## src/rtl/fir_pkg.sv

```systemverilog
// Shared definitions for the fir_mc filter bank and its parameter loader:
// loader/bus state encodings, control register address, error codes and control-word layout.
package fir_pkg;

  typedef enum logic [2:0] {
    StIdle,
    StFetch,
    StWrCoef,
    StRdCoef,
    StWrCtrl,
    StRdCtrl,
    StFinish
  } loader_state_e;

  typedef enum logic {
    BusIdle,
    BusActive
  } bus_state_e;

  localparam logic [7:0] FIR_CTRL_ADDR = 8'hff;

  localparam logic [1:0] ErrNone     = 2'd0;
  localparam logic [1:0] ErrTimeout  = 2'd1;
  localparam logic [1:0] ErrTaps     = 2'd2;
  localparam logic [1:0] ErrReadback = 2'd3;

  // Control word: {bypass, pcm_out_shift[3:0], tap_len[7:0], down_sample[7:0]}
  localparam int unsigned CtrlDownSampleLsb = 0;
  localparam int unsigned CtrlTapLenLsb     = 8;
  localparam int unsigned CtrlShiftLsb      = 16;
  localparam int unsigned CtrlBypassBit     = 20;
  localparam int unsigned CtrlWidth         = CtrlBypassBit + 1;

  typedef struct packed {
    logic                                       bypass;
    logic [CtrlBypassBit-CtrlShiftLsb-1:0]      pcm_out_shift;
    logic [CtrlShiftLsb-CtrlTapLenLsb-1:0]      tap_len;
    logic [CtrlTapLenLsb-CtrlDownSampleLsb-1:0] down_sample;
  } fir_ctrl_t;

endpackage

```

## src/rtl/reg_bus_master.sv

```systemverilog
// Single-access register-bus initiator: registered strobe/address/data held until the
// responder's reg_ready, or dropped after TIMEOUT strobe cycles.
module reg_bus_master
  import fir_pkg::*;
#(
  parameter int unsigned TIMEOUT = 255
) (
  input  logic        clk_2,
  input  logic        rst_n,
  input  logic        req,
  input  logic        rnw,
  input  logic [7:0]  addr,
  input  logic [31:0] wdata,
  output logic        ack,
  output logic [31:0] rdata,
  output logic        timeout,
  output logic [7:0]  reg_addr,
  output logic        reg_rd,
  output logic        reg_wr,
  input  logic        reg_ready,
  output logic [31:0] reg_writedata,
  input  logic [31:0] reg_readdata
);

  localparam logic [7:0] TimeoutCnt = 8'(TIMEOUT);

  bus_state_e  state_q, state_d;
  logic [7:0]  wait_q, wait_d;
  logic [7:0]  addr_q, addr_d;
  logic [31:0] wdata_q, wdata_d;
  logic        rd_q, rd_d;
  logic        wr_q, wr_d;
  logic        active;

  // wait_q counts strobe cycles including the current one
  assign active  = (state_q == BusActive);
  assign ack     = active & reg_ready;
  assign timeout = active & ~reg_ready & (wait_q == TimeoutCnt);
  assign rdata   = reg_readdata;

  always_comb begin
    state_d = state_q;
    wait_d  = wait_q;
    addr_d  = addr_q;
    wdata_d = wdata_q;
    rd_d    = rd_q;
    wr_d    = wr_q;
    unique case (state_q)
      BusIdle: begin
        if (req) begin
          state_d = BusActive;
          wait_d  = 8'd1;
          addr_d  = addr;
          wdata_d = wdata;
          rd_d    = rnw;
          wr_d    = ~rnw;
        end
      end
      BusActive: begin
        if (ack || timeout) begin
          state_d = BusIdle;
          rd_d    = 1'b0;
          wr_d    = 1'b0;
        end else begin
          wait_d = wait_q + 8'd1;
        end
      end
      default: state_d = BusIdle;
    endcase
  end

  always_ff @(posedge clk_2) begin
    if (!rst_n) begin
      state_q <= BusIdle;
      wait_q  <= 8'd0;
      addr_q  <= 8'd0;
      wdata_q <= 32'd0;
      rd_q    <= 1'b0;
      wr_q    <= 1'b0;
    end else begin
      state_q <= state_d;
      wait_q  <= wait_d;
      addr_q  <= addr_d;
      wdata_q <= wdata_d;
      rd_q    <= rd_d;
      wr_q    <= wr_d;
    end
  end

  assign reg_addr      = addr_q;
  assign reg_writedata = wdata_q;
  assign reg_rd        = rd_q;
  assign reg_wr        = wr_q;

endmodule

```

## src/rtl/fir_param_loader.sv

```systemverilog
// Programs one fir_mc bank: streams coefficients to addresses 0.. then writes the control word
// to 0xff. Define FIR_LOADER_READBACK_EN to verify every write with a readback.
module fir_param_loader
  import fir_pkg::*;
#(
  parameter int unsigned TIMEOUT  = 255,
  parameter int unsigned MAX_TAPS = 254
) (
  input  logic                 clk_2,
  input  logic                 rst_n,
  input  logic                 cfg_start,
  input  logic [CtrlWidth-1:0] cfg_word,
  input  logic                 coef_valid,
  output logic                 coef_ready,
  input  logic [31:0]          coef_data,
  input  logic                 coef_last,
  output logic [7:0]           reg_addr,
  output logic                 reg_rd,
  output logic                 reg_wr,
  input  logic                 reg_ready,
  output logic [31:0]          reg_writedata,
  input  logic [31:0]          reg_readdata,
  output logic                 busy,
  output logic                 done,
  output logic                 err,
  output logic [1:0]           err_code,
  output logic [7:0]           coef_count
);

  localparam logic [7:0] MaxTapsCnt = 8'(MAX_TAPS);

  loader_state_e state_q, state_d;
  fir_ctrl_t     cfg_q;
  logic [31:0]   coef_q;
  logic          last_q;
  logic          err_q;
  logic [1:0]    err_code_q;
  logic [7:0]    count_q;  // written-coefficient count, doubles as the parameter address
  logic          coef_done;

  logic          bus_req, bus_rnw, bus_ack, bus_timeout;
  logic [7:0]    bus_addr;
  logic [31:0]   bus_wdata, bus_rdata;

`ifdef FIR_LOADER_READBACK_EN
  logic rb_bad;
  assign rb_bad    = (state_q == StRdCtrl) ? (bus_rdata[CtrlWidth-1:0] != cfg_q)
                                           : (bus_rdata != coef_q);
  assign coef_done = (state_q == StRdCoef) && bus_ack && !rb_bad;
`else
  logic unused_rdata;
  assign unused_rdata = ^bus_rdata;
  assign coef_done    = (state_q == StWrCoef) && bus_ack;
`endif

  always_ff @(posedge clk_2) begin
    if (!rst_n) begin
      state_q <= StIdle;
    end else begin
      state_q <= state_d;
    end
  end

  always_comb begin
    state_d = state_q;
    unique case (state_q)
      StIdle:  if (cfg_start) state_d = StFetch;
      StFetch: begin
        if (coef_valid) state_d = (count_q == MaxTapsCnt) ? StFinish : StWrCoef;
      end
      StWrCoef: begin
        if (bus_timeout) begin
          state_d = StFinish;
        end else if (bus_ack) begin
`ifdef FIR_LOADER_READBACK_EN
          state_d = StRdCoef;
`else
          state_d = last_q ? StWrCtrl : StFetch;
`endif
        end
      end
`ifdef FIR_LOADER_READBACK_EN
      StRdCoef: begin
        if (bus_timeout || (bus_ack && rb_bad)) state_d = StFinish;
        else if (bus_ack)                       state_d = last_q ? StWrCtrl : StFetch;
      end
      StWrCtrl: begin
        if (bus_timeout)  state_d = StFinish;
        else if (bus_ack) state_d = StRdCtrl;
      end
      StRdCtrl: if (bus_timeout || bus_ack) state_d = StFinish;
`else
      StWrCtrl: if (bus_timeout || bus_ack) state_d = StFinish;
`endif
      StFinish: state_d = StIdle;
      default:  state_d = StIdle;
    endcase
  end

  always_comb begin
    bus_req    = 1'b0;
    bus_rnw    = 1'b0;
    bus_addr   = count_q;
    bus_wdata  = coef_q;
    coef_ready = 1'b0;
    busy       = 1'b1;
    done       = 1'b0;
    unique case (state_q)
      StIdle:   busy = 1'b0;
      StFetch:  coef_ready = 1'b1;
      StWrCoef: bus_req = 1'b1;
      StRdCoef: begin
        bus_req = 1'b1;
        bus_rnw = 1'b1;
      end
      StWrCtrl: begin
        bus_req   = 1'b1;
        bus_addr  = FIR_CTRL_ADDR;
        bus_wdata = {{(32-CtrlWidth){1'b0}}, cfg_q};
      end
      StRdCtrl: begin
        bus_req  = 1'b1;
        bus_rnw  = 1'b1;
        bus_addr = FIR_CTRL_ADDR;
      end
      StFinish: begin
        busy = 1'b0;
        done = 1'b1;
      end
      default:  busy = 1'b0;
    endcase
  end

  always_ff @(posedge clk_2) begin
    if (!rst_n) begin
      cfg_q      <= '0;
      coef_q     <= 32'd0;
      last_q     <= 1'b0;
      err_q      <= 1'b0;
      err_code_q <= ErrNone;
      count_q    <= 8'd0;
    end else begin
      if (state_q == StIdle && cfg_start) begin
        cfg_q      <= cfg_word;
        err_q      <= 1'b0;
        err_code_q <= ErrNone;
        count_q    <= 8'd0;
      end
      if (state_q == StFetch && coef_valid) begin
        if (count_q == MaxTapsCnt) begin
          err_q      <= 1'b1;
          err_code_q <= ErrTaps;
        end else begin
          coef_q <= coef_data;
          last_q <= coef_last;
        end
      end
      if (bus_timeout) begin
        err_q      <= 1'b1;
        err_code_q <= ErrTimeout;
      end
`ifdef FIR_LOADER_READBACK_EN
      if (bus_ack && bus_rnw && rb_bad) begin
        err_q      <= 1'b1;
        err_code_q <= ErrReadback;
      end
`endif
      if (coef_done) count_q <= count_q + 8'd1;
    end
  end

  assign err        = err_q;
  assign err_code   = err_code_q;
  assign coef_count = count_q;

  reg_bus_master #(
    .TIMEOUT(TIMEOUT)
  ) u_bus (
    .clk_2         (clk_2),
    .rst_n         (rst_n),
    .req           (bus_req),
    .rnw           (bus_rnw),
    .addr          (bus_addr),
    .wdata         (bus_wdata),
    .ack           (bus_ack),
    .rdata         (bus_rdata),
    .timeout       (bus_timeout),
    .reg_addr      (reg_addr),
    .reg_rd        (reg_rd),
    .reg_wr        (reg_wr),
    .reg_ready     (reg_ready),
    .reg_writedata (reg_writedata),
    .reg_readdata  (reg_readdata)
  );

endmodule

```

## config.mk

```make
export PLATFORM = sky130hd
export DESIGN_NAME = fir_param_loader
export DESIGN_NICKNAME = d
export VERILOG_FILES = /design/src/rtl/fir_pkg.sv /design/src/rtl/reg_bus_master.sv /design/src/rtl/fir_param_loader.sv
export SDC_FILE = /design/constraint.sdc
export NUM_CORES = 1
export LEC_CHECK = 0
export ABC_AREA = 1
export CELL_PAD_IN_SITES_DETAIL_PLACEMENT = 1
export CELL_PAD_IN_SITES_GLOBAL_PLACEMENT = 2
export CORE_MARGIN = 4
export CORE_UTILIZATION = 23
export DETAILED_ROUTE_END_ITERATION = 8
export PLACE_DENSITY_LB_ADDON = 0.1
export SYNTH_ARGS = -nofsm -noshare
export SYNTH_HDL_FRONTEND = slang
export SYNTH_SLANG_ARGS = --single-unit
```

## constraint.sdc

```tcl
create_clock -name clk_2 -period 1.4 [get_ports clk_2]
set_input_delay 0.42 -clock clk_2 [delete_from_list [all_inputs] [get_ports clk_2]]
set_output_delay 0.42 -clock clk_2 [all_outputs]
set_load 0.005 [all_outputs]
```

==> flow_summary.ini <==
[run_status]
outcome = finished with violations
violations = negative setup slack

[setup_path]
timing.critical_path.arrival_ns = 1.28
crit_chain = nor2_4 -> nand2_4 -> nand2_4 -> nor2_2 -> o21ai_1 -> buf_2
worstSetupStartpointType = register
timing_worst_setup_path_type = register to output pin
timing.critical_path.buf_inv = 1
critical_path_depth = 6
critPathMostFrequentCell = sky130_fd_sc_hd__nand2_4
crit_path_max_fanout = 4
critPathCaptureType = output pin
reg2regPathDepth = 9
slowest_delay_ns = 0.37
critPathRequiredTime_ns = 0.98
crit_slowest_cell = sky130_fd_sc_hd__dfxtp_4
crit_family = flip-flops

[placement]
post_dp_cell_area_sq_um = 6800
dp_hpwl_mm = 11.7
place_ws_ns = -0.484
placement.io_buffers = 114
place_congestion = 0.794

[power]
p_per_area_nw_per_um2 = 2290
power.share.combinational_pct = 55.4
peakVddDrop_v = 0.00105
power_frac_clock_pct = 22.0
internal-power_w = 0.0133
power.switching_fraction_pct = 38.4
power.net_switching_w = 0.00828
leak_nw = 3.79
seqPwrFrac_pct = 22.6

[sta]
tightestPinTransition_ns = 0.657
rsz_0062_raised_after_global_routing = yes
finalHoldViolCount = 0
whs_ns = 0.447
fmaxAchievable_mhz = 589
post-route-min-period_ns = 1.70
layout_setup_ws_ns = -0.298
finalSetupViolations = 97
report.final.slew_viol_count = 0
maxSlewHeadroom_pct = 56.2
setup_skew_ns = 0.00854
final_period_util_pct = 121

[layout]
final_cell_mix = 72 x sky130_fd_sc_hd__inv_1, 66 x sky130_fd_sc_hd__buf_4, 65 x sky130_fd_sc_hd__nand2_1
fin_area_sq_um = 9410
mostFrequentLayoutCell = sky130_fd_sc_hd__inv_1
design.final.nets = 998
syn2layout_area_growth_pct = 92.4
antenna_diodes = 0
layout-drive-gt1-share_pct = 51.5

[synthesis]
synth_top_area_share_pct = 48.7
postSynthRegisterBits = 119
postSynthNetCount = 768
post_synth.cell_area_avg_sq_um = 7.25
post_synth_instance_area_sq_um = 4890
ys_top_cells_by_area = sky130_fd_sc_hd__dfxtp_1 49%, sky130_fd_sc_hd__o21ai_0 12%, sky130_fd_sc_hd__a21oi_1 8.1%
synthDistinctLibCells = 28
syn_inst = 674
synth_sequential_area_ratio_pct = 48.7
synth-warning-count = 0
synthDominantAreaCellType = sky130_fd_sc_hd__dfxtp_1

[floorplanning]
pin_count = 147
core_sq_um = 21000
num_rows = 53
dieWidth_um = 154
starting_density_of_the_core_pct = 23.3
die_span_y_um = 154
dieArea_sq_um = 23700

[global_route]
grt_remaining_overflow = 0
vias_in_the_first_global_route = 5940
antenna_violations_before_repair = 0
largest_net_degree_at_the_start_of_global_routing = 48
grt_util_all_layers_pct = 17.2
grt_first_pass_wirelength_mm = 32.2

[clock_network]
cts_hold_repair.buffers = 0
numCtsBuffers = 17
numClockSinks = 119
clock-root-buffer = sky130_fd_sc_hd__clkbuf_16
clk_pin_slew_worst_paths_ns = 0.06
cts_buffer_depth = 2
cts.htree.levels = 4
clock_insertion_delay_worst_skew_ns = 0.41
cts_tree = done

[drt]
detail_route.vias_per_cell = 4.54
route.final.wire_length_mm = 20.9
routedWlPerCell_um = 17.6
drtIter0Drc = 230
post-route-drc-count = 0
drt.antenna.violating_nets = 0
routed_via_count = 5409
first_pass_iters = 4

[worst_hold_path]
hold_depth = 2
worstHoldPathType = register to register

[job]
maxCapViolations = 0
[worst min-delay path, delay by kind of cell (launching register included)]
family	cells	cell delay, ns
flip-flops	1	0.31
AO/OA/AOI/OAI	1	0.05
buffers and inverters	1	0.05
[per-stage QoR]
step	total power (W)	setup TNS, ns	instances	utilization (%)
6_report	0.0216	-8.94	1191	44.9
5_1_grt	0.0229	-16.47	1191	44.9
4_1_cts	0.0208	-15.39	1173	42.6
3_5_place_dp	0.0110	-37.00	1094	32.5
3_3_place_gp	0.0109	-33.68	1094	32.5
2_1_floorplan	0.00786	-0.0963	674	-
[repair_timing]
item,CTS,global route
cloned,18,4
setup buffers,31,26
resized for setup,521,162
endpoints found under the setup margin,175,149
pin swaps,39,39
hold endpoints to repair,0,0
[synthesized netlist by cell type]
| cell | number |
|---|---|
| sky130_fd_sc_hd__or2_2 | 1 |
| sky130_fd_sc_hd__nand3_2 | 2 |
| sky130_fd_sc_hd__buf_6 | 2 |
| sky130_fd_sc_hd__xnor2_1 | 1 |
| sky130_fd_sc_hd__inv_2 | 3 |
| sky130_fd_sc_hd__o21bai_1 | 3 |
| sky130_fd_sc_hd__clkbuf_1 | 21 |
| sky130_fd_sc_hd__buf_4 | 2 |
| sky130_fd_sc_hd__xor2_1 | 1 |
| sky130_fd_sc_hd__nand2_1 | 105 |
| sky130_fd_sc_hd__nand3b_1 | 1 |
| sky130_fd_sc_hd__o21ai_1 | 2 |
| sky130_fd_sc_hd__buf_2 | 13 |
| sky130_fd_sc_hd__o21ai_0 | 120 |
| sky130_fd_sc_hd__nand4_1 | 3 |
| sky130_fd_sc_hd__nor2_2 | 1 |
| sky130_fd_sc_hd__nor2_1 | 73 |
| sky130_fd_sc_hd__o21a_1 | 1 |
| sky130_fd_sc_hd__a31oi_1 | 2 |
| sky130_fd_sc_hd__dfxtp_1 | 119 |
| sky130_fd_sc_hd__nor3_1 | 3 |
| sky130_fd_sc_hd__nand2_2 | 2 |
| sky130_fd_sc_hd__clkbuf_2 | 1 |
| sky130_fd_sc_hd__a211oi_1 | 1 |
| sky130_fd_sc_hd__a21oi_1 | 79 |
| sky130_fd_sc_hd__ha_1 | 3 |
| sky130_fd_sc_hd__inv_1 | 81 |
| sky130_fd_sc_hd__nand3_1 | 28 |
[worst paths after layout]
path,start,end,slack [ns]
max,state_q[1],busy,-0.30
min,coef_q[6],coef_q[6],0.45
min reg2reg,coef_q[6],coef_q[6],0.45
max reg2reg,state_q[1],coef_q[30],-0.17
[power groups by stage]
| stage | combinational (W) | sequential, W | clock (W) |
|---|---|---|---|
| after floorplan | 0.00317 | 0.00469 | 0 |
| after global placement | 0.00616 | 0.00470 | 0 |
| after detailed placement | 0.00624 | 0.00472 | 0 |
| after CTS | 0.0111 | 0.00483 | 0.00486 |
| after global routing | 0.0128 | 0.00500 | 0.00503 |
| final | 0.0120 | 0.00489 | 0.00474 |
[final cells by class]
type	instances	area, sq um
Inverter	84	345
Timing Repair Buffer	250	2650
Fill cell	2443	11500
Clock buffer	18	439
Multi-Input combinational cell	432	2970
Clock inverter	13	193
Sequential cell	119	2460
Tap cell	275	344
[state kept, by name, indices dropped and copies added, names as in the netlist, 2 cells and up]
name and cells:
coef_q 32, u_bus.reg_addr 8, state_q 3, u_bus.wait_q 8, coef_count 8, err_code 2
u_bus.reg_writedata 32, cfg_q 21
[cell families after synthesis]
kind of cell	synth area share, %
and+or+nand+nor	18.3
AOI/OAI and AO/OA	21.6
xor gates and xnor gates	0.358
adders and majority gates	0.768
DFF	48.7
buffers and inverters	10.3
[metal layers]
layer	vias to the layer above	wire length, um	GRT usage [%]
met2	97	10800	29.7
met5	-	0	0
met4	0	270	5.09
li1	2663	-	-
met3	21	632	4.02
met1	2628	9270	21.5
Note: power is estimated with default switching activity, not from simulation.
